--- src/rtl/not_pipe_pkg.sv ---
// Shared constants and types for the not_pipe masked-invert pipeline.
// Parity support is enabled by defining NOT_PIPE_PARITY_EN.
package not_pipe_pkg;

    localparam int DEPTH_MAX = 16;

    // Width of the occupancy counter for a given stage count.
    function automatic int occ_w(input int depth);
        return $clog2(depth + 1);
    endfunction

    // Per-stage control bits; the data word is width-dependent and is
    // attached by the stage module, which knows WIDTH.
    typedef struct packed {
        logic valid;
`ifdef NOT_PIPE_PARITY_EN
        logic par;
`endif
    } stage_ctl_t;

endpackage

--- src/rtl/not_pipe_stage.sv ---
// One register slice of the not_pipe pipeline: valid, data and optional parity.
// Parity bit present only when NOT_PIPE_PARITY_EN is defined.
module not_pipe_stage
    import not_pipe_pkg::*;
#(
    parameter int WIDTH = 8
) (
    input  logic             clk,
    input  logic             rst_n,
    input  logic             in_valid,
    input  logic [WIDTH-1:0] in_data,
`ifdef NOT_PIPE_PARITY_EN
    input  logic             in_par,
    output logic             par,
`endif
    input  logic             load,
    output logic             valid,
    output logic [WIDTH-1:0] data
);

    typedef struct packed {
        stage_ctl_t       ctl;
        logic [WIDTH-1:0] data;
    } stage_t;

    stage_t stage_q;
    stage_t stage_d;

    // Payload only moves with a real beat so Y holds its last value when empty.
    always_comb begin
        stage_d = stage_q;
        if (load) begin
            stage_d.ctl.valid = in_valid;
            if (in_valid) begin
                stage_d.data    = in_data;
`ifdef NOT_PIPE_PARITY_EN
                stage_d.ctl.par = in_par;
`endif
            end
        end
    end

    always_ff @(posedge clk or negedge rst_n) begin
        if (!rst_n) begin
            stage_q <= '0;
        end else begin
            stage_q <= stage_d;
        end
    end

    assign valid = stage_q.ctl.valid;
    assign data  = stage_q.data;
`ifdef NOT_PIPE_PARITY_EN
    assign par   = stage_q.ctl.par;
`endif

endmodule

--- src/rtl/not_pipe.sv ---
// Pipelined masked inverter: Y = A ^ MASK carried through DEPTH valid/ready stages.
// Define NOT_PIPE_PARITY_EN to add the Y_PAR output.
module not_pipe
    import not_pipe_pkg::*;
#(
    parameter int WIDTH = 8,
    parameter int DEPTH = 2
) (
    input  logic                      CLK,
    input  logic                      RST_N,
    input  logic [WIDTH-1:0]          A,
    input  logic [WIDTH-1:0]          MASK,
    input  logic                      A_VALID,
    output logic                      A_READY,
    output logic [WIDTH-1:0]          Y,
    output logic                      Y_VALID,
    input  logic                      Y_READY,
`ifdef NOT_PIPE_PARITY_EN
    output logic                      Y_PAR,
`endif
    output logic [occ_w(DEPTH)-1:0]   OCC
);

    localparam int OCC_W = occ_w(DEPTH);

    generate
        if (DEPTH < 1 || DEPTH > DEPTH_MAX) begin : g_bad_depth
            $error("not_pipe: DEPTH must be in 1..16");
        end
        if (WIDTH < 1) begin : g_bad_width
            $error("not_pipe: WIDTH must be at least 1");
        end
    endgenerate

    logic             stg_valid [DEPTH];
    logic [WIDTH-1:0] stg_data  [DEPTH];
`ifdef NOT_PIPE_PARITY_EN
    logic             stg_par   [DEPTH];
`endif
    logic [DEPTH:0]   ld;
    logic [WIDTH-1:0] in_word;
    logic             accept;
    logic             drain;
    logic [OCC_W-1:0] occ_q;
    logic [OCC_W-1:0] occ_d;

    // Gate by A_VALID so an undriven A/MASK never reaches a stage register.
    assign in_word = A_VALID ? (A ^ MASK) : '0;

    // Ready chain: an empty stage always loads, so bubbles collapse.
    always_comb begin
        ld        = '0;
        ld[DEPTH] = Y_READY;
        for (int i = DEPTH - 1; i >= 0; i--) begin
            ld[i] = !stg_valid[i] || ld[i+1];
        end
    end

    generate
        for (genvar gi = 0; gi < DEPTH; gi++) begin : g_stage
            logic             s_in_valid;
            logic [WIDTH-1:0] s_in_data;
`ifdef NOT_PIPE_PARITY_EN
            logic             s_in_par;
`endif
            if (gi == 0) begin : g_head
                assign s_in_valid = A_VALID;
                assign s_in_data  = in_word;
`ifdef NOT_PIPE_PARITY_EN
                assign s_in_par   = ^in_word;
`endif
            end else begin : g_body
                assign s_in_valid = stg_valid[gi-1];
                assign s_in_data  = stg_data[gi-1];
`ifdef NOT_PIPE_PARITY_EN
                assign s_in_par   = stg_par[gi-1];
`endif
            end

            not_pipe_stage #(
                .WIDTH (WIDTH)
            ) u_stage (
                .clk      (CLK),
                .rst_n    (RST_N),
                .in_valid (s_in_valid),
                .in_data  (s_in_data),
`ifdef NOT_PIPE_PARITY_EN
                .in_par   (s_in_par),
                .par      (stg_par[gi]),
`endif
                .load     (ld[gi]),
                .valid    (stg_valid[gi]),
                .data     (stg_data[gi])
            );
        end
    endgenerate

    assign A_READY = ld[0];
    assign Y       = stg_data[DEPTH-1];
    assign Y_VALID = stg_valid[DEPTH-1];
`ifdef NOT_PIPE_PARITY_EN
    assign Y_PAR   = stg_par[DEPTH-1];
`endif

    assign accept = A_VALID && A_READY;
    assign drain  = Y_VALID && Y_READY;

    always_comb begin
        occ_d = occ_q;
        if (accept && !drain) begin
            occ_d = occ_q + OCC_W'(1);
        end else if (drain && !accept) begin
            occ_d = occ_q - OCC_W'(1);
        end
    end

    always_ff @(posedge CLK or negedge RST_N) begin
        if (!RST_N) begin
            occ_q <= '0;
        end else begin
            occ_q <= occ_d;
        end
    end

    assign OCC = occ_q;

    always_ff @(posedge CLK) begin
        if (RST_N) begin
            occ_bound: assert (occ_q <= OCC_W'(DEPTH));
        end
    end

endmodule

--- config.mk ---
export PLATFORM = sky130hd
export DESIGN_NAME = not_pipe
export DESIGN_NICKNAME = d
export VERILOG_FILES = /design/src/rtl/not_pipe_pkg.sv /design/src/rtl/not_pipe_stage.sv /design/src/rtl/not_pipe.sv
export SDC_FILE = /design/constraint.sdc
export NUM_CORES = 1
export LEC_CHECK = 0
export BUFFER_PORTS_ARGS = -buffer_cell sky130_fd_sc_hd__buf_4
export CAP_MARGIN = 30
export CORE_ASPECT_RATIO = 0.9
export CORE_MARGIN = 2
export CORE_UTILIZATION = 43
export DETAILED_ROUTE_END_ITERATION = 6
export GPL_TIMING_DRIVEN = 0
export PLACE_DENSITY = 0.83
export SLEW_MARGIN = 30
export SYNTH_ARGS = -nofsm -noshare
export SYNTH_HDL_FRONTEND = slang
export SYNTH_HIERARCHICAL = 1
export SYNTH_SLANG_ARGS = --single-unit
--- constraint.sdc ---
create_clock -name CLK -period 1.4 [get_ports CLK]
set_input_delay 0.07 -clock CLK [delete_from_list [all_inputs] [get_ports CLK]]
set_output_delay 0.07 -clock CLK [all_outputs]
set_load 0.01 [all_outputs]
Yosys cells after proc, flatten, opt, wreduce, memory -nomap -nowiden

Index checks and enable logic that the tools add are counted.

Add/sub/neg operators: 2
Multipliers: 0
Div/mod/pow operators: 0
Magnitude comparators: 0
Eq/ne operators: 0
Shifts and indexed selects: 0
Mux-type cells: 2
Bitwise logic cells: 1
Reduce and logical (&&, ||, !) cells: 13

Operators with widths:

| kind                                                                | number |
|---|---|
| 8-bit XOR                                                           | 1 |
| 1-bit logical AND                                                   | 4 |
| 1-bit zero test                                                     | 4 |
| 2-bit two-way mux                                                   | 2 |
| 2-bit AND reduction                                                 | 2 |
| 2-bit by 1-bit adder with 2-bit output (second input constant)      | 1 |
| 1-bit logical OR                                                    | 2 |
| 2-bit nonzero test                                                  | 1 |
| 2-bit by 1-bit subtractor with 2-bit output (second input constant) | 1 |

Register bits: 20
Latch bits: 0
Memory bits (writable): 0
Memory bits (read-only): 0
Bits of input ports: 20
Output and inout bits: 12
Logic and storage cells: 23
Memories: 0

Longest topological paths before layout

Depth in word-level cells: 8
Gate-level depth with buffers: 6
Depth with buffers taken out: 6

By module

Netlist, hierarchy kept.

By module, submodules not included:

| module         | times used | cells each | area an instance (sq um) | seq. area each (sq um) |
|---|---|---|---|---|
| not_pipe_stage | 2          | 20         | 335.3                    | 225.2 |
| not_pipe       | 1          | 27         | 236.5                    | 50.0 |

Least setup slack after synthesis

OpenSTA, ideal clock, no wires.

Kind: reg-to-reg
Start: reg g_stage[1].u_stage.stage_q, in the netlist g_stage[1].u_stage/valid
End: reg occ_q[1], in the netlist OCC[1]
Library setup time: 79 ps
Arrival: 1,449 ps
Data required time: 1,321 ps
Slack: -128 ps
Cell stages (with the launch flop): 6
Path buffers: 0
Period minus slack after synthesis: 1,528 ps
Path through: dfrtp_1 nand3b_1 and2_1 ha_1 nor2_1 xor2_1

Longest elaborated chain between the ends: 7
Elaborated cells between the ends (all ways): 11
Those cells by class: mux (1); reduce/logical (10)

Ends and longest elaborated chain:

| what                                | line                 | text |
|---|---|---|
| from (decl)                         | not_pipe_stage.sv:26 | `stage_t stage_q;` |
| from (signal assigned)              | not_pipe_stage.sv:47 | `stage_q <= stage_d;` |
| 1-bit zero test *                   | not_pipe.sv:55       | `ld[i] = !stg_valid[i] \|\| ld[i+1];` |
| 1-bit logical OR * (2 in series)    | not_pipe.sv:55       |  |
| via A_READY                         | not_pipe.sv:14       | `output logic A_READY,` |
| 1-bit logical AND *                 | not_pipe.sv:105      | `assign accept = A_VALID && A_READY;` |
| 1-bit zero test                     | not_pipe.sv:112      | `end else if (drain && !accept) begin` |
| 1-bit logical AND                   | not_pipe.sv:112      |  |
| 2-bit nonzero test (no source line) | n/a                  |  |
| to (signal assigned)                | not_pipe.sv:119      | `occ_q <= '0;` |
| to (signal assigned)                | not_pipe.sv:121      | `occ_q <= occ_d;` |
| to (decl)                           | not_pipe.sv:44       | `logic [OCC_W-1:0] occ_q;` |

Mark *: on every way through the listed nets, which the timed path passes. The rest lies on a longest branch.
A chain may end at the register's enable or synchronous reset.

Worst setup path in the final report

Start: reg g_stage[1].u_stage.stage_q, in the netlist g_stage[1].u_stage/valid
End: reg occ_q[1], in the netlist OCC[1]

Longest elaborated chain between the ends: 7
Elaborated cells between the ends (all ways): 11
Those cells by class: mux (1); reduce/logical (10)

Ends and longest elaborated chain:

| what                                | line |
|---|---|
| 1-bit zero test                     | not_pipe.sv:55 |
| 1-bit logical OR (2 in series)      | not_pipe.sv:55 |
| 1-bit logical AND                   | not_pipe.sv:105 |
| 1-bit zero test                     | not_pipe.sv:112 |
| 1-bit logical AND                   | not_pipe.sv:112 |
| 2-bit nonzero test (no source line) | n/a |

Several ways; a longest one is shown, not always the timed one.

==> results.cfg <==
[run_status]
run_status = finished, final reports clean

[cts]
cts.htree.levels = 1
clockBufferDepth = 2
cts.sinks = 20
clockRootBuffer = clkbuf_4
cts_made_buffers = 3
clkTransAtPathRegs_ps = 100
cts_tree = yes
clk_latency_ps = 290

[run]
cap_violations = 0

[die]
die_width_um = 52.42
initial_core_util_pct = 46.47
num_rows = 15
core_area_um2 = 1952
die_h_um = 47.58
io_pins = 32
die_area_um2 = 2494

[routing]
via_count = 629
drtIter0Drc = 3
routed_wl_mm = 1.644
vias_per_cell = 4.765
drt-pass1-iter-count = 4
wl_per_cell_um = 12.45
ant_nets = 0
drc = 0

[synthesis]
synthSimpleGateAreaFrac_pct = 11.03
synth_warnings = 6
netlist.area_leader.share_pct = 55.17
synth_area_leader_cell = dfrtp_1
netlist_instances = 67
synth_mux_area_share_pct = 19.86
syn_avg_cell_area_um2 = 13.54
yosys.area_share.xor_xnor_pct = 10.62
synth_top_family_by_area = multiplexers
synthAdderAreaFrac_pct = 1.379
synth-seq-area-share_pct = 55.17
ys_seq_elements = 20
synth_nets = 88
post_synth_instance_area_um2 = 907.1
ys_types = 13
synthTopCellsByArea = dfrtp_1, mux2_2, xor2_1
synth_compound_gate_area_share_pct = 1.103

[finish]
nFillCells = 154
layout.nets = 129
num_antenna_cells = 0
final_util_pct = 64.68
regArea_um2 = 500.5
syn2layout_area_growth_pct = 39.17
multiInputGateArea_um2 = 414.1
drive_gt1_share_pct = 55.14

[sta]
setup_violations = 0
finalClockSkew_ps = 3.921
worst_slew_pin_slew_ps = 251.9
max_slew_margin_pct = 83.21
slew_violations = 0
setup-tns-final_ps = 0
min_period_ps = 1311
rsz0062_at_grt = true
fmax_ghz = 0.7626
fin_crit_sh_pct = 93.66
hold_violations = 0

[placement]
portBuffers = 31
hpwl_mm = 1.184
globalplace.congestion = 0.7078

[global_routing]
grt-ovfl-total = 0
grt_pass1_vias = 625
grt_pass1_wl_mm = 2.559
grt_max_degree = 21
track_usage_pct = 14.53
antenna_found_initial = 0

[worst_setup_path]
worstPathMaxFanout = 5
startpoint_type = register
path_common_cell = xor2_1
crit_type = register to register
end_kind = register
max_stage_delay_ps = 420
crit_chain = nand3b_1 -> and2_4 -> ha_4 -> xor2_1 -> nor2_1 -> xor2_1
cp.arrival_ps = 1540
cpMaxStageDelayCell = dfrtp_1
required_ps = 1630

[worst_hold_path]
hp-class = input port to register

[pwr]
power.leakage_nw = 0.6372
peakVddDrop_uv = 817.5
p_per_area_nw_per_um2 = 1294
## final timing paths
path / from / endpoint / slack [ps] / cells past startpoint
max in group asynchronous: RST_N / g_stage[1].u_stage/data[0] / 1030 / 2
min in group asynchronous: RST_N / g_stage[0].u_stage/data[2] / 170 / 2
min reg2reg: OCC[1] / OCC[1] / 470 / 1
min: A_VALID / g_stage[0].u_stage/valid / 150 / 3
max: g_stage[1].u_stage/valid / OCC[1] / 90 / 6
max reg2reg: g_stage[1].u_stage/valid / OCC[1] / 90 / 6
## cells in the final DEF, fill, tap and decap left out, drive strengths merged
| cell | count |
|---|---|
| nand3b | 1 |
| nand2b | 1 |
| xor2 | 10 |
| and2 | 9 |
| buf | 35 |
| nand2 | 3 |
| dlygate4sd3 | 1 |
| clkbuf | 4 |
| nor2 | 1 |
| dfrtp | 20 |
| ha | 1 |
| mux2 | 16 |
| o21ai | 2 |
| inv | 2 |
| xnor2 | 1 |
## worst max-delay path: cells and delay by family, from the launching register on
family        cells  cell delay (ps)
xor+xnor          2              270
flops             1              420
fa+ha+maj         1              150
simple gates      3              400
## synthesized netlist by cell type
master / count
nand3b_1: 1
xor2_1: 10
o21ai_0: 2
nand2b_1: 1
ha_1: 1
and2_1: 9
nor2_1: 1
inv_1: 2
mux2_2: 16
nand2_1: 1
dfrtp_1: 20
xnor2_1: 1
nand2_4: 2
## metal layers
metal | wire (µm) | part of all wire, % | vias up | track usage (%)
met2 | 912 | 55 | 23 | 26.50
met4 | 0 | 0 | 0 | 3.077
met5 | 0 | 0 | - | 0
met1 | 613 | 37 | 303 | 15.49
met3 | 118 | 7.2 | 0 | 7.187
li1 | - | - | 303 | -
## area by class of cell
type	instances	share of cell area (%)
Timing Repair Buffer	36	21.61
Multi-Input combinational cell	45	32.80
Sequential cell	20	39.64
Inverter	2	0.5946
Clock buffer	4	2.874
Tap cell	25	2.478
## where the power goes
group	leakage (nW)	internal [W]	total (W)	switching, W
registers	0.253	0.000708	0.000787	0.0000791
clock network	0.0210	0.000159	0.000326	0.000168
logic	0.363	0.000315	0.000520	0.000205
## flip-flops by register name, indices dropped and copies added, names as in the netlist
name and count:
g_stage.u_stage/data 16, OCC 2, g_stage.u_stage/valid 2
## what timing repair did
action | CTS | global route
gates resized for setup | 0 | 2
hold buffers | 1 | 0
endpoints found under the setup margin | 1 | 1
buffers inserted | 1 | 3
pin swaps | 1 | 3
endpoints found under the hold margin | 20 | 0
## metrics by stage
step | setup WS [ps] | area (µm²) | power, W | hold slack, ps | instances
after global routing | -19.66 | 1262 | 0.001751 | 150.4 | 132
after floorplan | -85.52 | 909.6 | 0.001044 | -225.6 | 67
final | 88.77 | 1262 | 0.001634 | 153.6 | 132
after detailed placement | -44.35 | 1174 | 0.001299 | -35.80 | 123
after CTS | 49.56 | 1227 | 0.001638 | 143.8 | 129
after global placement | -23.37 | 1174 | 0.001276 | -41.51 | 123
## logic make-up (layout without fill, tap and decap cells)
kind of cell,count (synthesis),in the layout
adders and majority gates,1,1
and+or+nand+nor,15,15
muxes,16,16
buffers and inverters,2,42
xor gates and xnor gates,11,11
DFF,20,20
AOI/OAI and AO/OA,2,2
Note: power is estimated with default switching activity, not from simulation.
